==> src/rtl/ulpi_phy_responder.sv <==
// rtl/ulpi_phy_responder.sv - PHY-side ULPI bus responder for link loopback and bench use
module ulpi_phy_responder #(
  parameter int         MAX_TX_BYTES = 512,
  parameter logic [1:0] LINESTATE    = 2'b01
) (
  input  logic       clk,
  input  logic       n_rst,
  input  logic [7:0] ulpi_data_in,
  input  logic       ulpi_stp,
  output logic       ulpi_dir,
  output logic       ulpi_nxt,
  output logic [7:0] ulpi_data_out,
  output logic       ulpi_oe,
  input  logic       rx_valid,
  input  logic [7:0] rx_data,
  input  logic       rx_last,
  output logic       rx_ready,
  output logic [7:0] tx_cmd,
  output logic       tx_byte_valid,
  output logic [7:0] tx_byte,
  output logic       tx_done,
  output logic       tx_err
);

  localparam int CW = $clog2(MAX_TX_BYTES + 1);

  // RX CMD bytes: RxActive lives in bit 4, line state in bits [1:0]
  localparam logic [7:0] RXCMD_ACTIVE = {2'b00, 2'b01, 2'b00, LINESTATE};
  localparam logic [7:0] RXCMD_END    = {6'b000000, LINESTATE};

  typedef enum logic [2:0] {
    IDLE,
    TX_CMD,
    TX_DATA,
    TX_DRAIN,
    TURN_UP,
    RX_DATA,
    RX_END,
    TURN_DN
  } state_t;

  state_t        state;
  state_t        state_nxt;
  logic [CW-1:0] count;
  logic          last_byte;

  // The byte taken in this cycle is the one that fills the packet budget
  assign last_byte = (count == CW'(MAX_TX_BYTES - 1));

  // State register
  always_ff @(posedge clk or negedge n_rst) begin
    if (!n_rst) begin
      state <= IDLE;
    end else begin
      state <= state_nxt;
    end
  end

  // Next state and bus outputs decoded from the current state
  always_comb begin
    state_nxt     = state;
    ulpi_dir      = 1'b0;
    ulpi_nxt      = 1'b0;
    ulpi_oe       = 1'b0;
    ulpi_data_out = 8'h00;
    rx_ready      = 1'b0;
    unique case (state)
      IDLE: begin
        // A link TX CMD wins over a pending RX packet
        if (ulpi_data_in[7:6] == 2'b01) begin
          state_nxt = TX_CMD;
        end else if (rx_valid) begin
          state_nxt = TURN_UP;
        end
      end
      TX_CMD: begin
        ulpi_nxt  = 1'b1;
        state_nxt = TX_DATA;
      end
      TX_DATA: begin
        ulpi_nxt = 1'b1;
        if (ulpi_stp) begin
          state_nxt = IDLE;
        end else if (last_byte) begin
          state_nxt = TX_DRAIN;
        end
      end
      TX_DRAIN: begin
        if (ulpi_stp) begin
          state_nxt = IDLE;
        end
      end
      TURN_UP: begin
        ulpi_dir  = 1'b1;
        ulpi_nxt  = 1'b1;
        state_nxt = RX_DATA;
      end
      RX_DATA: begin
        ulpi_dir = 1'b1;
        ulpi_oe  = 1'b1;
        if (rx_valid) begin
          ulpi_nxt      = 1'b1;
          ulpi_data_out = rx_data;
          rx_ready      = 1'b1;
          if (rx_last) begin
            state_nxt = RX_END;
          end
        end else begin
          ulpi_data_out = RXCMD_ACTIVE;
        end
      end
      RX_END: begin
        ulpi_dir      = 1'b1;
        ulpi_oe       = 1'b1;
        ulpi_data_out = RXCMD_END;
        state_nxt     = TURN_DN;
      end
      TURN_DN: begin
        state_nxt = IDLE;
      end
      default: begin
        state_nxt = IDLE;
      end
    endcase
  end

  // TX capture path: command byte, data bytes, byte budget and end-of-packet flags
  always_ff @(posedge clk or negedge n_rst) begin
    if (!n_rst) begin
      tx_cmd        <= 8'h00;
      tx_byte_valid <= 1'b0;
      tx_byte       <= 8'h00;
      tx_done       <= 1'b0;
      tx_err        <= 1'b0;
      count         <= '0;
    end else begin
      tx_byte_valid <= 1'b0;
      tx_done       <= 1'b0;
      unique case (state)
        TX_CMD: begin
          tx_cmd <= ulpi_data_in;
          count  <= '0;
          tx_err <= 1'b0;
        end
        TX_DATA: begin
          if (ulpi_stp) begin
            tx_done <= 1'b1;
          end else begin
            tx_byte_valid <= 1'b1;
            tx_byte       <= ulpi_data_in;
            count         <= count + CW'(1);
            if (last_byte) begin
              tx_err <= 1'b1;
            end
          end
        end
        TX_DRAIN: begin
          if (ulpi_stp) begin
            tx_done <= 1'b1;
          end
        end
        default: begin
        end
      endcase
    end
  end

endmodule

==> config.mk <==
export PLATFORM = sky130hd
export DESIGN_NAME = ulpi_phy_responder
export DESIGN_NICKNAME = d
export VERILOG_FILES = /design/src/rtl/ulpi_phy_responder.sv
export SDC_FILE = /design/constraint.sdc
export NUM_CORES = 1
export LEC_CHECK = 0
export ABC_AREA = 0
export BUFFER_PORTS_ARGS = -buffer_cell sky130_fd_sc_hd__buf_4
export CORE_UTILIZATION = 49
export DETAILED_ROUTE_END_ITERATION = 10
export GPL_ROUTABILITY_DRIVEN = 0
export PLACE_DENSITY = 0.78
export SETUP_SLACK_MARGIN = 0.02
export SLEW_MARGIN = 20
export SYNTH_ARGS = -nofsm -noshare
export SYNTH_HDL_FRONTEND = slang
export SYNTH_SLANG_ARGS = --single-unit
==> constraint.sdc <==
create_clock -name clk -period 2.2 [get_ports clk]
set_clock_uncertainty 0.05 [all_clocks]
set_input_delay 0.22 -clock clk [delete_from_list [all_inputs] [get_ports clk]]
set_output_delay 0.22 -clock clk [all_outputs]
set_load 0.02 [all_outputs]
* After elaboration in Yosys (flattened, before gate mapping) *
Cells that the tools add are included.

cells by class
  $add $sub $neg = 1
  eq/ne operators = 16
  muxes and demuxes = 24
  bitwise logic cells = 1
  reductions and logical operators = 10

operators with widths
  cell                     number
  $pmux W3 S8              1
  $mux W3                  7
  $pmux W10 S2             1
  $pmux W8 S2              1
  $eq A3 B3 Y1 const B     4
  $add A10 B1 Y10 const B  1
  $eq A10 B9 Y1 const B    1
  $mux W1                  10
  $mux W10                 1
  $ne A2 B2 Y1 const B     5
  $mux W8                  1
  $eq A3 B2 Y1 const B     2
  $ne A3 B3 Y1 const B     2
  $reduce_or A3 Y1         2
  $reduce_and A5 Y1        1
  $pmux W1 S2              2
  $reduce_and A2 Y1        2
  $reduce_or A2 Y1         2
  $eq A3 B1 Y1 const B     1
  $logic_not A3 Y1         1
  $reduce_and A3 Y1        1
  $eq A2 B1 Y1 const B     1
  $reduce_bool A2 Y1       1
  $not A1 Y1               1

storage, ports and cells
  flip-flop bits (word level) = 32
  input port bits = 21
  word-level logic and storage cells = 59

* Logic depth before layout (Yosys ltp) *
Gate-level depths: netlist of run 1.

  word-level depth = 4
  depth in mapped cells = 7
  mapped depth without buffers = 4

* Least setup slack after synthesis of run 1 *
Ideal clock, no wire load.

  path type = register to register
  start point = register state[0]
  end point = register count[7]
  library setup time = 79 ps
  arrival = 1679 ps
  slack = 392 ps
  cell stages (with the launch flop) = 6
  clock period less this slack = 1808 ps
  cell sequence = dfrtp_1 -> buf_6 -> or4b_4 -> buf_6 -> nor4_1 -> mux2i_1

between the ends
  longest elaborated chain between the ends = 3

ends and longest elaborated chain
  item                                                                        RTL line  text
  start: declaration                                                          42        state_t state;
  start signal: assignment                                                    55        state <= state_nxt;
  $eq A3 B2 Y1 / $eq A3 B1 Y1 (equally long branches)                         139       unique case (state)
  $ne A2 B2 Y1 (no source line) / $reduce_bool A2 Y1 (equally long branches)  n/a
  $reduce_and A2 Y1 (no source line)                                          n/a
  end signal: assignment                                                      151       count <= count + CW'(1);
  end: declaration                                                            44        logic [CW-1:0] count;

Several ways; a longest one is shown, not always the timed one.
A chain may end at the register's enable or synchronous reset.

* Worst setup path in the final report of run 1 *
  start point = register state[0]
  end point = output port ulpi_data_out[2]

between the ends
  longest elaborated chain between the ends = 2

ends and longest elaborated chain
  item              RTL line  text
  $eq A3 B3 Y1      67        unique case (state)
  $pmux W8 S2 (*)   67
  end: declaration  12        output logic [7:0] ulpi_data_out,

Mark *: on every way between the ends. The rest lies on a longest branch, timed or not.

==> flow_summary.ini, run 1 <==
[placed_design]
dpl_cell_area_um2 = 1910
dp_hpwl_um = 2400
place_inst = 231
portBuffers = 51

[final_layout]
layout-drive-gt1-share = 0.335
instances_no_fill = 240
multi_input_area_um2 = 658
n_fill_cell = 214
syn_to_final_growth_pct = 31.3
layout_commonest_cell = buf_4
regArea_um2 = 801
nNetsFinal = 230
antenna_cells = 0
final_cell_area_um2 = 2020
layout_common_cells = 52 x buf_4, 38 x nand2_1, 32 x dfrtp_1, 8 x mux2_2, 7 x and2_1

[clocking]
cts.sinks = 32
cts_made_buffers = 5
cts-root-buf = clkbuf_4
path_clk_slew_ps = 100
worst_skew_pair.late_latency_ps = 320
cts.repair.resized = 0
cts_tree = built
ctsLongestPathBuffers = 2
htreeDepth = 2

[setup_path]
r2r_slack_ps = 240
cp.arrival_ps = 1730
worstSetupPathType = flop to output pin
cp_max_fo = 10
reg2regPathDepth = 3
startpoint_type = flop
reg2reg_to = count[6]
critPathCaptureType = output pin
r2r-start = state[2]
crit_path_end = ulpi_data_out[2]
startpoint = state[0]
crit_required_ps = 1930

[floorplanning]
die-area_um2 = 3360
ioPinCount = 52
num_rows = 19
fp.dieW_um = 58.0
core_area_um2 = 2850
start_util = 0.538
chipHeight_um = 58.0

[sta]
slew_headroom = 0.716
rsz0062_at_grt = false
drv_slew = 0
finalHoldViolations = 0
final.min_clock_period_ps = 2000
worstMarginPinSlew_ps = 425
setup_violations = 0
fmax_ghz = 0.500
finalCritPeriodShare = 0.909
setup_tns_ps = 0

[synthesis]
syn_inst = 157
seq_area_frac_synth = 0.522
yosysWarnings = 0
avgSynthCellArea_um2 = 9.78
async_reset_ff_frac = 1.00
synth_edf_count = 0
synth_nets = 179
netlist_area_um2 = 1540
ys_types = 35
synth_ff_type = dfrtp_1
ys_ff_latch = 32

[global_routing]
grt_pass1_wl_um = 5460
grt_max_degree = 33
grt_pass1_vias = 1320
grt-ovfl-total = 0
grt_antenna_before_repair = 0
grt_util_all_layers = 0.214

[pwr]
pwr-share-comb = 0.457
p_seq_frac = 0.354
swShare = 0.384
leakage_uw = 0.00102
switchingPower_uw = 1010
power_frac_clock = 0.189
p_int_uw = 1630
power_density_nw_per_um2 = 1310
peakVddDrop_v = 0.000945

[outcome]
failed_checks = DRC
status = finished with violations

[detailed_routing]
drt_first_pass_iters = 7
ant_nets = 0
wl_per_cell_um = 13.5
drt-initial-drc-count = 69
drc = 2
viasPerCell = 5.53
drt-total-wl_um = 3230
via_count = 1328

[hold_path]
hold_path.class = input port to flop
holdPathStages = 3

[run]
maxCapViolCount = 0
==> repair_timing <==
| action | in CTS | in global routing |
|---|---|---|
| hold endpoints to repair | 32 | 0 |
| buffers inserted | 0 | 0 |
| hold buffers | 1 | 0 |
==> Yosys cell counts (3+ instances only) <==
| library cell | count | share of area |
|---|---|---|
| nand2_1 | 38 | 0.093 |
| dfrtp_1 | 32 | 0.52 |
| mux2_2 | 8 | 0.059 |
| and2_1 | 7 | 0.029 |
| a21oi_1 | 6 | 0.020 |
| inv_1 | 6 | 0.015 |
| nand3_1 | 6 | 0.020 |
| mux2i_1 | 5 | 0.033 |
| nand2b_1 | 5 | 0.020 |
| buf_2 | 4 | 0.013 |
| nor2_1 | 4 | 0.0098 |
| o21ai_0 | 4 | 0.013 |
| clkbuf_1 | 3 | 0.0073 |
| nand4_1 | 3 | 0.012 |
==> how the worst min path moves through the flow <==
stage	end	slack [ps]	start
5_1_grt	tx_byte[5]	40	ulpi_data_in[5]
3_3_place_gp	tx_byte_valid	120	n_rst
3_5_place_dp	tx_cmd[3]	130	n_rst
2_1_floorplan	count[0]	-130	n_rst
4_1_cts	tx_byte[3]	20	ulpi_data_in[3]
6_report	tx_byte[3]	40	ulpi_data_in[3]
==> through the flow <==
step           utilization  power [uW]  hold slack [ps]  worst slack [ps]
2_1_floorplan            -        1690             -126               392
3_3_place_gp         0.670        2120              124               301
3_5_place_dp         0.670        2160              127               240
4_1_cts              0.707        2670             23.7               181
5_1_grt              0.707        2790             35.9              55.5
6_report             0.707        2640             35.5               201
==> power by group through the flow <==
stage                     logic [uW]  registers (uW)  clock network [uW]
after floorplan                  623            1060                   0
after global placement          1200             927                   0
after detailed placement        1210             946                   0
after CTS                       1220             933                 510
after global routing            1300             959                 532
final                           1210             933                 499
==> cell families after synthesis <==
family,Yosys count,share of synthesized area
compound gates,21,0.0913
fa+ha+maj,1,0.00815
buf+inv,15,0.0497
flops,32,0.522
mux,13,0.0913
simple gates,75,0.238
==> critical path, stage by stage, from the launching register on <==
cell and delay, ps:
dfrtp_1 500, nor2b_1 330, and3_1 300, and2_1 160, buf_4 140
==> state kept, by name (all words and copies together) (netlist names) <==
signal         cells
count             10
state              3
tx_byte            8
tx_byte_valid      1
tx_cmd             8
tx_done            1
tx_err             1
==> metal layers <==
layer	vias up	GRT usage	part of all wire
li1	637	-	-
met4	0	0.0884	0.014
met1	638	0.268	0.43
met5	-	0	0
met2	48	0.365	0.51
met3	5	0.0402	0.049
==> layout make-up <==
class,count,area share
inverters,6,0.0112
repair buffers,53,0.199
flip-flops and latches,32,0.397
clock inverters,1,0.0149
well taps,31,0.0192
clock buffers,7,0.0323
multi-input cells,110,0.327
(Power assumes the default switching activity.)
==> run 2, diff against run 1 <==
Settings changed: RECOVER_POWER from default to 25.
==> run 2 against run 1 <==
Compared with the run above: the run still ends with DRC left; register-to-register slack about the same; core utilization shrank 0.088 points; clock-buffer cell count unchanged; worst hold slack about the same; first-iteration DRC count increased by 16%.
==> flow_summary.ini, run 2 (synthesis results as in run 1) <==
[setup_path]
reg2regPathDepth = 3
worstSetupPathType = flop to output pin
r2r_slack_ps = 230
crit_required_ps = 1930
reg2reg_to = count[6]
cp.arrival_ps = 1730
startpoint_type = flop
crit_path_end = ulpi_data_out[2]
startpoint = state[0]
cp_max_fo = 10
r2r-start = state[2]
critPathCaptureType = output pin

[clocking]
cts_tree = built
path_clk_slew_ps = 100
cts_made_buffers = 5
htreeDepth = 2
cts.repair.resized = 0
ctsLongestPathBuffers = 2
cts.sinks = 32
cts-root-buf = clkbuf_4
worst_skew_pair.late_latency_ps = 320

[final_layout]
n_fill_cell = 214
largest_reg_flops = 10
nNetsFinal = 230
final_cell_area_um2 = 2010
regMostFlops = count
layout_commonest_cell = buf_4
syn_to_final_growth_pct = 31.1
antenna_cells = 0
top_regs = count (10), tx_byte (8), tx_cmd (8)
layout_common_cells = 51 x buf_4, 38 x nand2_1, 32 x dfrtp_1, 8 x mux2_2, 7 x and2_1
layout-drive-gt1-share = 0.335

[floorplanning]
chipHeight_um = 58.0
fp.dieW_um = 58.0
ioPinCount = 52
start_util = 0.538
die-area_um2 = 3360
num_rows = 19
core_area_um2 = 2850

[detailed_routing]
drt-initial-drc-count = 80
drt-total-wl_um = 3240
wl_per_cell_um = 13.5
ant_nets = 0
drc = 2
drt_first_pass_iters = 7
viasPerCell = 5.56
via_count = 1335

[placed_design]
dp_hpwl_um = 2400
place_ws_ps = 240
portBuffers = 51
dpl_cell_area_um2 = 1910

[sta]
final.setup.worst_slack_ps = 202
drv_slew = 0
final.min_clock_period_ps = 2000
setup_tns_ps = 0
rsz0062_at_grt = false
setup_violations = 0
worstMarginPinSlew_ps = 771
finalHoldViolations = 0
fmax_ghz = 0.501
finalCritPeriodShare = 0.908
fin_hold_ws_ps = 35.4
slew_headroom = 0.486

[global_routing]
grt_antenna_before_repair = 0
use_met2 = 0.365
grt_use_met1 = 0.268
grt_max_degree = 33
met3_usage = 0.0402
grt_util_all_layers = 0.214
grt_pass1_wl_um = 5460
grt-ovfl-total = 0
grt_pass1_vias = 1320
gr-max-usage-layer = met2

[pwr]
peakVddDrop_v = 0.000948
power_density_nw_per_um2 = 1310
p_seq_frac = 0.354
swShare = 0.385
switchingPower_uw = 1020
power_frac_clock = 0.189
leakage_uw = 0.00102
pwr-share-comb = 0.457
p_int_uw = 1620
power_uw = 2640

[outcome]
failed_checks = DRC
status = finished with violations

[run]
maxCapViolCount = 0

[hold_path]
hold_path.class = input port to flop
run 2: cell count changes in the layout (fill, tap and decap cells not counted):
cell and delta:
buf_4 -1, clkbuf_2 +1
run 2: worst min-delay path by stage:
stage / start / end / slack (ps) / depth (start not counted)
2_1_floorplan: n_rst / count[0] / -130 / 0
3_3_place_gp: n_rst / tx_byte_valid / 120 / 1
3_5_place_dp: n_rst / tx_cmd[3] / 130 / 1
4_1_cts: ulpi_data_in[3] / tx_byte[3] / 20 / 3
5_1_grt: ulpi_data_in[5] / tx_byte[5] / 40 / 3
6_report: ulpi_data_in[3] / tx_byte[3] / 40 / 3
run 2: cell type report:
cell class / count / area [um^2] / share of cell area
tap: 31 / 38.8 / 0.0193
clock inverter: 1 / 30.0 / 0.0149
multi-input combinational: 110 / 658 / 0.327
clock buffer: 7 / 65.1 / 0.0323
timing repair buffer: 53 / 398 / 0.198
inverter: 6 / 22.5 / 0.0112
sequential: 32 / 801 / 0.398
run 2: worst max-delay path, cell delays in order (launching register included):
cell and delay, ps:
dfrtp_1 500, nor2b_1 320, and3_1 290, and2_1 160
buf_4 140
run 2: power by group through the flow:
stage	logic, uW	registers, uW	clock network (uW)
6_report	1210	934	499
5_1_grt	1300	959	532
4_1_cts	1220	933	510
3_5_place_dp	1210	946	0
3_3_place_gp	1200	927	0
2_1_floorplan	623	1060	0
run 2: per-stage QoR:
stage                     cells  utilization
final                       240        0.706
after global routing        240        0.706
after CTS                   240        0.707
after detailed placement    231        0.670
after global placement      231        0.670
after floorplan             157            -
run 2: per-layer routing:
| metal | wire length (um) | share of wire | up-vias |
|---|---|---|---|
| met4 | 46 | 0.014 | 0 |
| met3 | 171 | 0.053 | 5 |
| met2 | 1640 | 0.51 | 53 |
| met5 | 0 | 0 | - |
| met1 | 1380 | 0.43 | 640 |
| li1 | - | - | 637 |
run 2: timing repair:
item	4_1_cts	5_1_grt
buffers inserted	0	0
hold endpoints to repair	32	0
hold buffers	1	0
==> run 3, diff against run 2 <==
Settings changed: SETUP_SLACK_MARGIN 0.02 to 0.4.
==> run 3 against run 2 <==
Compared with the run above: the flow still finishes with violations (DRC); critical endpoint is now count[6]; final cell count increased by 3.8%; register-to-register slack improved by 160 ps; clock power increased by 2%; largest power group unchanged; largest cell class unchanged; sequential power decreased by 1%; critical path type is now flop to flop; critical path depth decreased by 1.
==> flow_summary.ini, run 3 (synthesis results as in run 1) <==
[outcome]
status = finished with violations
failed_checks = DRC

[setup_path]
crit_path_top_delay_cell = or4b_4
r2r_slack_ps = 390
r2r-start = state[0]
startpoint_type = flop
crit_required_ps = 2410
reg2regPathDepth = 3
cp_max_fo = 10
max_stage_delay_ps = 610
startpoint = state[0]
reg2reg_to = count[6]
critical_path.cell_chain = or4b_4 > or4_1 > a21oi_1
worstSetupPathType = flop to flop
crit_path_end = count[6]
cp.arrival_ps = 2020
critPathCaptureType = flop

[sta]
finalCritPeriodShare = 0.822
worstMarginPinSlew_ps = 771
fmax_ghz = 0.553
finalHoldViolations = 0
drv_slew = 0
rsz0062_at_grt = true
final.min_clock_period_ps = 1810
final.setup.worst_slack_ps = 392
setup_violations = 0
slew_headroom = 0.486
setup_tns_ps = 0

[final_layout]
fin_util = 0.742
nNetsFinal = 239
layout-drive-gt1-share = 0.408
syn_to_final_growth_pct = 37.9
layout_common_cells = 58 x buf_4, 38 x nand2_1, 29 x dfrtp_1, 8 x mux2_2, 7 x and2_1
regMostFlops = count
top_regs = count (10), tx_byte (8), tx_cmd (8)
multi_input_area_um2 = 697
antenna_cells = 0
n_fill_cell = 198
layout_commonest_cell = buf_4
largest_reg_flops = 10
regArea_um2 = 805

[floorplanning]
die-area_um2 = 3360
core_area_um2 = 2850
chipHeight_um = 58.0
start_util = 0.538
ioPinCount = 52
num_rows = 19
fp.dieW_um = 58.0

[clocking]
htreeDepth = 2
worst_skew_pair.late_latency_ps = 330
cts_tree = built
cts-root-buf = clkbuf_4
ctsLongestPathBuffers = 2
cts_made_buffers = 5
cts.sinks = 32
path_clk_slew_ps = 100

[global_routing]
grt_util_all_layers = 0.227
grt_antenna_before_repair = 0
grt_pass1_vias = 1382
grt_pass1_wl_um = 5780
grt-ovfl-total = 0
grt_max_degree = 33

[run]
maxCapViolCount = 0

[hold_path]
hold_path.class = input port to flop
holdPathStages = 3

[pwr]
switchingPower_uw = 1100
leakage_uw = 0.00105
p_int_uw = 1730
power_frac_clock = 0.179
pwr-share-comb = 0.495
power_density_nw_per_um2 = 1340
p_seq_frac = 0.325
peakVddDrop_v = 0.000994
swShare = 0.388

[detailed_routing]
drt-initial-drc-count = 94
via_count = 1374
drt-total-wl_um = 3640
wl_per_cell_um = 14.6
drc = 2
drt_first_pass_iters = 7
ant_nets = 0
viasPerCell = 5.52

[placed_design]
place_ws_ps = 240
dp_hpwl_um = 2400
portBuffers = 51
==> run 3: cell types whose count changed in the layout (fill, tap and decap cells not counted), sizes merged <==
cell / delta
clkinvlp: +1
buf: +7
inv: -1
clkbuf: +1
or4b: +1
==> run 3: power groups by stage <==
| stage | sequential (uW) | combinational, uW | clock (uW) |
|---|---|---|---|
| final | 920 | 1400 | 507 |
| after detailed placement | 946 | 1210 | 0 |
| after global routing | 936 | 1490 | 533 |
| after global placement | 927 | 1200 | 0 |
| after CTS | 915 | 1350 | 510 |
| after floorplan | 1060 | 623 | 0 |
==> run 3: repair_timing <==
action                                  CTS  global route
endpoints found under the hold margin    32             0
gates resized for setup                   7             6
pin swaps                                 2             1
gates cloned                              1             0
buffers inserted                          7             1
endpoints found under the setup margin   21            19
hold buffers                              1             0
==> run 3: worst min path at each step <==
stage                         start            end  slack (ps)
floorplan                     n_rst       count[0]        -130
global placement              n_rst  tx_byte_valid         120
detailed placement            n_rst      tx_cmd[3]         130
CTS                 ulpi_data_in[3]     tx_byte[3]          20
global route        ulpi_data_in[5]     tx_byte[5]          30
finish              ulpi_data_in[3]     tx_byte[3]          30
==> run 3: per-stage QoR <==
| stage | power [uW] | hold WS [ps] | std cells | instance area [um^2] |
|---|---|---|---|---|
| after floorplan | 1690 | -126 | 157 | 1540 |
| after global placement | 2120 | 124 | 231 | 1910 |
| after detailed placement | 2160 | 127 | 231 | 1910 |
| after CTS | 2780 | 23.7 | 248 | 2090 |
| after global routing | 2960 | 34.1 | 249 | 2120 |
| final | 2830 | 31.3 | 249 | 2120 |
==> run 3: critical path: cells and delay by family, from the launching register on <==
family / cells / cell delay (ps)
AO/OA/AOI/OAI: 1 / 150
flip-flops: 1 / 440
AND/OR/NAND/NOR: 2 / 1110
==> run 3: area by class of cell <==
type | count | area share
Sequential cell | 32 | 0.380
Multi-Input combinational cell | 111 | 0.329
Timing Repair Buffer | 61 | 0.215
Clock buffer | 7 | 0.0307
Tap cell | 31 | 0.0183
Clock inverter | 1 | 0.0142
Inverter | 6 | 0.0124
==> run 3: metal layers <==
layer	share of wire	track usage	routed length, um
met1	0.43	0.283	1570
met2	0.51	0.388	1870
met3	0.044	0.0402	159
met5	0	0	0
met4	0.013	0.0952	47
